<file path="src/rtl/fetch_ctrl_pkg.sv">
// Shared constants and types for the instruction-fetch controller.
// Holds the reset PC, the fetch FSM encoding and a word-alignment helper.
package fetch_ctrl_pkg;

  localparam logic [31:0] PC_START_ADDR = 32'h0000_0200;
  localparam logic [31:0] PC_STEP       = 32'd4;

  typedef enum logic [1:0] {
    BOOT = 2'd0,
    REQ  = 2'd1,
    WAIT = 2'd2,
    HOLD = 2'd3
  } fetch_state_e;

  function automatic logic [31:0] align_word(input logic [31:0] addr);
    return {addr[31:2], 2'b00};
  endfunction

endpackage

</file>
<file path="src/rtl/fetch_ctrl_next_pc_sel.sv">
// Next-PC priority mux: trap beats redirect beats sequential +4.
// Flush targets are forced to word alignment.
module fetch_ctrl_next_pc_sel
  import fetch_ctrl_pkg::*;
(
  input  logic        flush_en,
  input  logic        trap_valid,
  input  logic [31:0] trap_pc,
  input  logic        redirect_valid,
  input  logic [31:0] redirect_pc,
  input  logic [31:0] pc_cur,
  output logic        flush,
  output logic [31:0] pc_next
);

  assign flush = flush_en & (trap_valid | redirect_valid);

  always_comb begin
    pc_next = pc_cur + PC_STEP;
    if (flush) begin
      pc_next = trap_valid ? align_word(trap_pc) : align_word(redirect_pc);
    end
  end

endmodule

</file>
<file path="src/rtl/fetch_ctrl.sv">
// Instruction-fetch controller: drives program_counter, issues one-outstanding
// instruction-memory requests and delivers fetched words to IF/ID.
module fetch_ctrl
  import fetch_ctrl_pkg::*;
(
  input  logic        clk,
  input  logic        rst,
  input  logic [31:0] pc_cur,
  output logic        pc_en,
  output logic [31:0] pc_next,
  output logic        imem_req,
  output logic [31:0] imem_addr,
  input  logic        imem_gnt,
  input  logic        imem_rvalid,
  input  logic [31:0] imem_rdata,
  input  logic        stall,
  input  logic        redirect_valid,
  input  logic [31:0] redirect_pc,
  input  logic        trap_valid,
  input  logic [31:0] trap_pc,
  output logic        if_valid,
  output logic [31:0] if_pc,
  output logic [31:0] if_instr
);

  fetch_state_e state_q, state_d;
  logic         drop_pending_q, drop_pending_d;
  logic [31:0]  hold_q, hold_d;
  logic         flush;
  logic         flush_en;

  assign flush_en  = (state_q != BOOT);
  assign imem_addr = pc_cur;
  assign if_pc     = pc_cur;

  fetch_ctrl_next_pc_sel u_next_pc_sel (
    .flush_en       (flush_en),
    .trap_valid     (trap_valid),
    .trap_pc        (trap_pc),
    .redirect_valid (redirect_valid),
    .redirect_pc    (redirect_pc),
    .pc_cur         (pc_cur),
    .flush          (flush),
    .pc_next        (pc_next)
  );

  always_comb begin
    state_d        = state_q;
    drop_pending_d = drop_pending_q;
    hold_d         = hold_q;
    imem_req       = 1'b0;
    pc_en          = 1'b0;
    if_valid       = 1'b0;
    if_instr       = 32'd0;

    // The response owed to a flushed request is swallowed wherever it lands.
    if (drop_pending_q && imem_rvalid) begin
      drop_pending_d = 1'b0;
    end

    case (state_q)
      BOOT: begin
        state_d = REQ;
      end
      REQ: begin
        imem_req = !flush && !drop_pending_q;
        if (flush) begin
          pc_en   = 1'b1;
          state_d = REQ;
        end else if (imem_req && imem_gnt) begin
          state_d = WAIT;
        end
      end
      WAIT: begin
        if (flush) begin
          pc_en   = 1'b1;
          state_d = REQ;
          if (!imem_rvalid) begin
            drop_pending_d = 1'b1;
          end
        end else if (imem_rvalid) begin
          if_valid = 1'b1;
          if_instr = imem_rdata;
          if (stall) begin
            hold_d  = imem_rdata;
            state_d = HOLD;
          end else begin
            pc_en   = 1'b1;
            state_d = REQ;
          end
        end
      end
      HOLD: begin
        if (flush) begin
          pc_en   = 1'b1;
          state_d = REQ;
        end else begin
          if_valid = 1'b1;
          if_instr = hold_q;
          if (!stall) begin
            pc_en   = 1'b1;
            state_d = REQ;
          end
        end
      end
      default: begin
        state_d = BOOT;
      end
    endcase
  end

  always_ff @(posedge clk or posedge rst) begin
    if (rst) begin
      state_q        <= BOOT;
      drop_pending_q <= 1'b0;
      hold_q         <= 32'd0;
    end else begin
      state_q        <= state_d;
      drop_pending_q <= drop_pending_d;
      hold_q         <= hold_d;
    end
  end

endmodule
</file>
<file path="config.mk">
export PLATFORM = sky130hd
export DESIGN_NAME = fetch_ctrl
export DESIGN_NICKNAME = d
export VERILOG_FILES = /design/src/rtl/fetch_ctrl_pkg.sv /design/src/rtl/fetch_ctrl_next_pc_sel.sv /design/src/rtl/fetch_ctrl.sv
export SDC_FILE = /design/constraint.sdc
export NUM_CORES = 1
export LEC_CHECK = 0
export ABC_AREA = 1
export CAP_MARGIN = 20
export CORE_ASPECT_RATIO = 0.6
export CORE_MARGIN = 8
export CORE_UTILIZATION = 37
export DETAILED_ROUTE_END_ITERATION = 8
export PLACE_DENSITY_LB_ADDON = 0.12
export SLEW_MARGIN = 10
export SYNTH_ARGS = -nofsm -noshare
export SYNTH_HDL_FRONTEND = slang
export SYNTH_HIERARCHICAL = 1
export SYNTH_SLANG_ARGS = --single-unit
export TNS_END_PERCENT = 50
</file>
<file path="constraint.sdc">
create_clock -name clk -period 3.1 [get_ports clk]
set_input_delay 0.93 -clock clk [delete_from_list [all_inputs] [get_ports clk]]
set_output_delay 0.93 -clock clk [all_outputs]
set_load 0.01 [all_outputs]
</file>
==> impl_metrics.env, run 1 <==
export IMPL_status="complete, no violations"
export IMPL_final_cell_mix="nand2_1 (179), clkdlybuf4s50_1 (162), buf_4 (111)"
export IMPL_antenna_left=0
export IMPL_fmax_ghz=0.324
export IMPL_slew_violations=0
export IMPL_cts_buffers=5
export IMPL_cts_max_path_buffers=2
export IMPL_whs_endpoint="hold_q[27]"
export IMPL_maxSlewHeadroom=0.688
export IMPL_combPwrFrac=0.619
export IMPL_r2r_start="state_q[1]"
export IMPL_grt_ovfl_total=0
export IMPL_wl_mm=17.2
export IMPL_port_buffers=261
export IMPL_hp_start="hold_q[27]"
export IMPL_endpoint_kind="output pin"
export IMPL_num_nets_final=1072
export IMPL_grt_antenna_before_repair=0
export IMPL_whs_path_depth=2
export IMPL_finalHoldViolations=0
export IMPL_cp_common_cell="buf_6"
export IMPL_rows=29
export IMPL_r2r_slack_ns=1.19
export IMPL_seqPwrFrac=0.218
export IMPL_cp_slowest_cell="o21a_1"
export IMPL_power_leakage_nw=3.73
export IMPL_pwr_share_clk=0.162
export IMPL_worstPathMaxFanout=7
export IMPL_ys_seq_area_frac=0.222
export IMPL_hp_class="flip-flop to flip-flop"
export IMPL_worst_pin_slew_ns=0.468
export IMPL_clock_sinks=35
export IMPL_worstPathRequired_ns=2.17
export IMPL_rsz0062_at_grt="true"
export IMPL_synthArstFlopShare=1.00
export IMPL_fin_worst_skew_ns=0.00824
export IMPL_maxCapViolCount=0
export IMPL_vias=5118
export IMPL_worstRegToRegCells=12
export IMPL_critical_path_top_delay_family="buffers and inverters"
export IMPL_hold_buffers=0
export IMPL_clk_latency_ns=0.28
export IMPL_crit_arrival_ns=2.15
export IMPL_chipHeight_um=96.1
export IMPL_path_clk_slew_ns=0.05
export IMPL_path_buf_inv=5
export IMPL_syn_area_per_cell_sq_um=6.40
export IMPL_power_switching_w=0.00132
export IMPL_grt_pass1_wl_mm=26.6
export IMPL_fillers=872
export IMPL_r2r_end="hold_q[12]"
export IMPL_gp_congestion=0.887
export IMPL_path_cells="clkbuf_2, o21a_1, buf_6, nor2_4, buf_6, clkbuf_16, nand2_1, o21ai_1, buf_2"
export IMPL_layout_commonest_cell="nand2_1"
export IMPL_cts_tree="done"
export IMPL_antenna_cells=0
export IMPL_setup_worst_path_class="primary input to output pin"
export IMPL_start_kind="primary input"
export IMPL_track_usage=0.230
export IMPL_die_x_um=149
export IMPL_hpwl_mm=13.5
export IMPL_slowest_delay_ns=0.20
export IMPL_viasPerCell=4.78
export IMPL_drc=0
export IMPL_area_delta_synth_final_pct=87.6
export IMPL_wl_per_cell_um=16.1
export IMPL_initial_core_util=0.377
export IMPL_htree_num_levels=2
export IMPL_syn_inst=618
export IMPL_synth_area_sq_mm=0.00395
export IMPL_setup_viol=0
export IMPL_period_share=0.995
export IMPL_drive_above_1_share=0.357
export IMPL_yosys_warnings=6
export IMPL_die_area_sq_mm=0.0144
export IMPL_period_needed_ns=3.08
export IMPL_synth_edf_count=0
export IMPL_ys_flop_type="dfrtp_1"
export IMPL_p_sw_frac=0.387
export IMPL_core_region_area_sq_mm=0.0105
export IMPL_grt_pass1_vias=5223
export IMPL_ys_types=35
export IMPL_grt_max_degree=36
export IMPL_p_int_w=0.00209
export IMPL_power_density_mw_per_mm2=459
export IMPL_drt_pass1_iter_count=4
export IMPL_synth_nets=759
export IMPL_ir_drop_v=0.000300
export IMPL_whs_ns=0.540
export IMPL_drtIter0Drc=226
export IMPL_cts_root_buf="clkbuf_16"
export IMPL_synth_seq_cells=35
export IMPL_total_power_w=0.00341
export IMPL_ioPinCount=266
==> area by class of cell <==
class,count,area [sq um],share of cell area
Sequential cell,35,876,0.118
Timing Repair Buffer,393,3450,0.465
Inverter,66,255,0.0344
Clock buffer,6,129,0.0174
Clock inverter,1,30.0,0.00405
Tap cell,139,174,0.0235
Multi-Input combinational cell,430,2500,0.337
==> cell families (layout without fill, tap and decap cells) <==
family	after synthesis	after routing	synth area share
and+or+nand+nor	314	314	0.358
DFF	35	35	0.222
buffers and inverters	153	466	0.222
muxes	2	2	0.00507
xor gates and xnor gates	10	10	0.0222
adders and majority gates	6	6	0.0190
AOI/OAI and AO/OA	98	98	0.153
==> per-layer routing <==
layer / global-route usage / share of wire
met1: 0.279 / 0.43
met2: 0.397 / 0.47
met3: 0.0737 / 0.092
met4: 0.0468 / 0.014
met5: 0 / 0
==> flip-flops by register name, summed over array words and instances (netlist names) <==
name,flops
hold_q,32
state_q,2
drop_pending_q,1
==> worst register-to-register path, delay by kind of cell, from the launching register on <==
family                   cells  cell delay [ns]
AO/OA/AOI/OAI                2             0.23
adder cells (fa/ha/maj)      1             0.15
buffers and inverters        7             0.83
flip-flops                   1             0.41
AND/OR/NAND/NOR              2             0.14
==> worst max-delay path by stage <==
stage / start / endpoint / cells after the start / slack [ns]
after floorplan: trap_valid / if_instr[10] / 7 / 0.03
after global placement: pc_cur[3] / pc_next[28] / 11 / -0.81
after detailed placement: pc_cur[4] / pc_next[23] / 10 / -0.84
after CTS: redirect_valid / if_instr[2] / 9 / -0.02
after global routing: pc_cur[12] / pc_next[24] / 11 / -0.05
final: trap_valid / if_instr[19] / 9 / 0.02
==> synth_stat cells (2+ instances only) <==
cell	number	area, sq um
a21boi_0	2	15.0
a21oi_1	6	30.0
a31oi_1	3	18.8
and2_1	2	12.5
buf_2	10	50.1
buf_4	65	488
buf_6	6	67.6
clkbuf_1	6	22.5
dfrtp_1	35	876
ha_1	6	75.1
inv_1	62	233
inv_2	4	15.0
mux2i_1	2	20.0
nand2_1	215	807
nand2_2	4	25.0
nand2_4	3	33.8
nand3_1	22	110
nand3b_1	4	30.0
nor2_1	37	139
nor2_2	2	12.5
nor2_4	9	101
nor2_8	3	60.1
o211ai_1	9	67.6
o21ai_0	43	215
o22ai_1	26	163
o22ai_2	6	75.1
or2_0	2	12.5
or2_2	9	56.3
xnor2_1	2	17.5
xor2_1	8	70.1
==> power groups by stage <==
stage / combinational (W) / sequential, W / clock (W)
after CTS: 0.00211 / 0.000744 / 0.000563
after detailed placement: 0.00212 / 0.000748 / 0
final: 0.00211 / 0.000744 / 0.000553
after floorplan: 0.00102 / 0.000734 / 0
after global routing: 0.00231 / 0.000762 / 0.000590
after global placement: 0.00209 / 0.000742 / 0
==> metrics by stage <==
| step | instance area, sq um | utilization | worst slack, ns | std cells | TNS [ns] |
|---|---|---|---|---|---|
| floorplan | 3950 | - | 0.0327 | 618 | 0 |
| detailed placement | 7010 | 0.669 | -0.837 | 1043 | -43.92 |
| CTS | 7320 | 0.698 | -0.0195 | 1065 | -0.157 |
| global route | 7420 | 0.707 | -0.0532 | 1070 | -0.198 |
| global placement | 7010 | 0.669 | -0.809 | 1043 | -42.97 |
| finish | 7420 | 0.707 | 0.0152 | 1070 | 0 |
==> timing repair <==
| action | 4_1_cts | 5_1_grt |
|---|---|---|
| setup buffers | 12 | 4 |
| setup endpoints to repair | 75 | 58 |
| resized for setup | 423 | 83 |
| gates cloned | 3 | 1 |
| pin swaps | 37 | 25 |
Note: power is estimated with default switching activity, not from simulation.
==> inputs of run 2 (changes only) <==
SLEW_MARGIN = 20   (was 10)
==> results of run 2 <==
Same layout as run 1: the final DEF is identical, and so are final timing and power.
==> inputs of run 3 (changes only) <==
SYNTH_HIERARCHICAL = unset   (was 1)
==> run 3 against run 2 <==
Global-route usage decreased by 0.40 points. Synthesized cell count increased by 7.8%. Setup slack improved by 0.0041 ns. Sequential power about the same. Final cell count increased by 0.84%. Critical path type unchanged. Critical endpoint is now pc_next[28].
==> impl_metrics.env, run 3 <==
export IMPL_r2r_start="state_q[0]"
export IMPL_core_region_area_sq_mm=0.0105
export IMPL_design_area_sq_mm=0.00706
export IMPL_wl_per_cell_um=16.2
export IMPL_syn_inst=666
export IMPL_power_switching_w=0.00124
export IMPL_largest_reg_flops=32
export IMPL_synth_common_cells="nand2_1 (222), o21ai_0 (72), inv_1 (68)"
export IMPL_cts_buffers=5
export IMPL_track_usage=0.226
export IMPL_grt_antenna_before_repair=0
export IMPL_seqPwrFrac=0.244
export IMPL_worstPathRequired_ns=2.17
export IMPL_synth_area_leaders="dfrtp_1 (22%), nand2_1 (21%), buf_4 (12%)"
export IMPL_hp_class="flip-flop to flip-flop"
export IMPL_synth_nets=807
export IMPL_yosys_warnings=0
export IMPL_ir_drop_v=0.000272
export IMPL_viasPerCell=4.82
export IMPL_status="complete, no violations"
export IMPL_hold_buffers=0
export IMPL_finalHoldViolations=0
export IMPL_r2r_slack_ns=1.03
export IMPL_drive_above_1_share=0.294
export IMPL_port_buffers=261
export IMPL_htree_num_levels=2
export IMPL_fmax_ghz=0.325
export IMPL_cts_root_buf="clkbuf_16"
export IMPL_pwr_share_clk=0.164
export IMPL_synth_area_sq_mm=0.00394
export IMPL_ys_types=32
export IMPL_crit_end="pc_next[28]"
export IMPL_setup_viol=0
export IMPL_clock_sinks=35
export IMPL_whs_ns=0.488
export IMPL_die_area_sq_mm=0.0143
export IMPL_start_kind="primary input"
export IMPL_reg_largest_list="hold_q: 32 flops, state_q: 2 flops, drop_pending_q: 1 flops"
export IMPL_antenna_left=0
export IMPL_period_needed_ns=3.08
export IMPL_hpwl_mm=14.0
export IMPL_ioPinCount=266
export IMPL_vias=5204
export IMPL_period_share=0.994
export IMPL_layout_commonest_cell="nand2_1"
export IMPL_power_leakage_nw=3.49
export IMPL_maxCapViolCount=0
export IMPL_wl_mm=17.5
export IMPL_die_x_um=149
export IMPL_yosysTopAreaCellShare=0.222
export IMPL_num_nets_final=1081
export IMPL_rsz0062_at_grt="true"
export IMPL_post_synth_top_count_cell="nand2_1"
export IMPL_yosysTopAreaCell="dfrtp_1"
export IMPL_grt_ovfl_total=0
export IMPL_path_clk_slew_ns=0.05
export IMPL_fillers=942
export IMPL_grt_max_degree=65
export IMPL_slew_violations=0
export IMPL_chipHeight_um=96.0
export IMPL_worstRegToRegCells=8
export IMPL_final_cell_mix="nand2_1 (195), clkdlybuf4s50_1 (162), buf_4 (88)"
export IMPL_largest_register="hold_q"
export IMPL_synth_edf_count=0
export IMPL_crit_start="pc_cur[19]"
export IMPL_dpl_instance_area_sq_mm=0.00680
export IMPL_worst_pin_slew_ns=0.559
export IMPL_r2r_end="hold_q[21]"
export IMPL_cts_max_path_buffers=2
export IMPL_initial_core_util=0.376
export IMPL_antenna_cells=0
export IMPL_crit_arrival_ns=2.15
export IMPL_clk_latency_ns=0.28
export IMPL_maxSlewHeadroom=0.627
export IMPL_setup_worst_path_class="primary input to output pin"
export IMPL_p_int_w=0.00179
export IMPL_ys_seq_area_frac=0.222
export IMPL_rows=29
export IMPL_drtIter0Drc=224
export IMPL_syn_area_per_cell_sq_um=5.92
export IMPL_fin_worst_skew_ns=0.00266
export IMPL_drc=0
export IMPL_grt_pass1_vias=5171
export IMPL_area_delta_synth_final_pct=79.0
export IMPL_ys_flop_type="dfrtp_1"
export IMPL_synth_seq_cells=35
export IMPL_drt_pass1_iter_count=5
export IMPL_grt_pass1_wl_mm=26.4
export IMPL_worstPathMaxFanout=3
export IMPL_power_density_mw_per_mm2=430
export IMPL_p_sw_frac=0.409
export IMPL_synthArstFlopShare=1.00
export IMPL_endpoint_kind="output pin"
export IMPL_cts_tree="done"
export IMPL_combPwrFrac=0.592
export IMPL_gp_congestion=0.884
[run 3: logic make-up after synthesis]
logic type | Yosys count | share of synthesized area
AND/OR/NAND/NOR | 350 | 0.370
flip-flops | 35 | 0.222
buffers and inverters | 161 | 0.220
adder cells (fa/ha/maj) | 6 | 0.0190
XOR/XNOR | 8 | 0.0178
AO/OA/AOI/OAI | 103 | 0.143
multiplexers | 3 | 0.00761
[run 3: what timing repair did]
action / 4_1_cts / 5_1_grt
pin swaps: 32 / 24
gates cloned: 0 / 0
setup endpoints to repair: 80 / 61
resized for setup: 317 / 149
buffers inserted: 7 / 4
[run 3: final cells by class]
cell class | instances | area, sq um | area share
Timing Repair Buffer | 360 | 3090 | 0.438
Sequential cell | 35 | 876 | 0.124
Tap cell | 139 | 174 | 0.0246
Clock buffer | 6 | 139 | 0.0197
Inverter | 68 | 255 | 0.0362
Multi-Input combinational cell | 470 | 2520 | 0.357
Clock inverter | 1 | 5.00 | 0.000709
[run 3: critical path: stages]
cell             delay [ns]
clkdlybuf4s15_2        0.23
nand2_1                0.12
nor2_2                 0.14
nand2_2                0.10
nor2_4                 0.12
nand3_1                0.08
nand2_1                0.09
nand2_1                0.05
nand2_1                0.06
clkdlybuf4s15_2        0.22
[run 3: layer usage]
layer  GRT usage  vias to the layer above  wire (um)
met5           0                        -          0
met3      0.0606                       13       1530
li1            -                     2576          -
met4      0.0276                        0        171
met1       0.290                     2398       7410
met2       0.388                      217       8350
[run 3: power by group through the flow]
stage	Sequential [W]	Combinational [W]	Clock [W]
6_report	0.000742	0.00180	0.000499
5_1_grt	0.000760	0.00197	0.000527
4_1_cts	0.000740	0.00178	0.000507
3_5_place_dp	0.000744	0.00185	0
3_3_place_gp	0.000733	0.00183	0
2_1_floorplan	0.000719	0.000900	0
[run 3: worst min-delay path by stage]
stage,end,slack [ns],start,cells after the start
3_3_place_gp,hold_q[6],0.47,hold_q[6],2
6_report,hold_q[12],0.49,hold_q[12],2
3_5_place_dp,hold_q[22],0.48,hold_q[22],2
4_1_cts,hold_q[22],0.49,hold_q[22],2
5_1_grt,hold_q[12],0.51,hold_q[12],2
2_1_floorplan,hold_q[18],0.45,hold_q[18],2
[run 3: through the flow]
stage               power (W)   util  std cells  setup WS (ns)  setup TNS [ns]
floorplan             0.00162      -        666          0.282               0
global placement      0.00256  0.649       1061         -0.824          -47.43
detailed placement    0.00259  0.649       1061         -0.864          -49.11
CTS                   0.00302  0.673       1075       0.000240               0
global route          0.00326  0.673       1079        -0.0575          -0.169
finish                0.00304  0.673       1079         0.0194               0
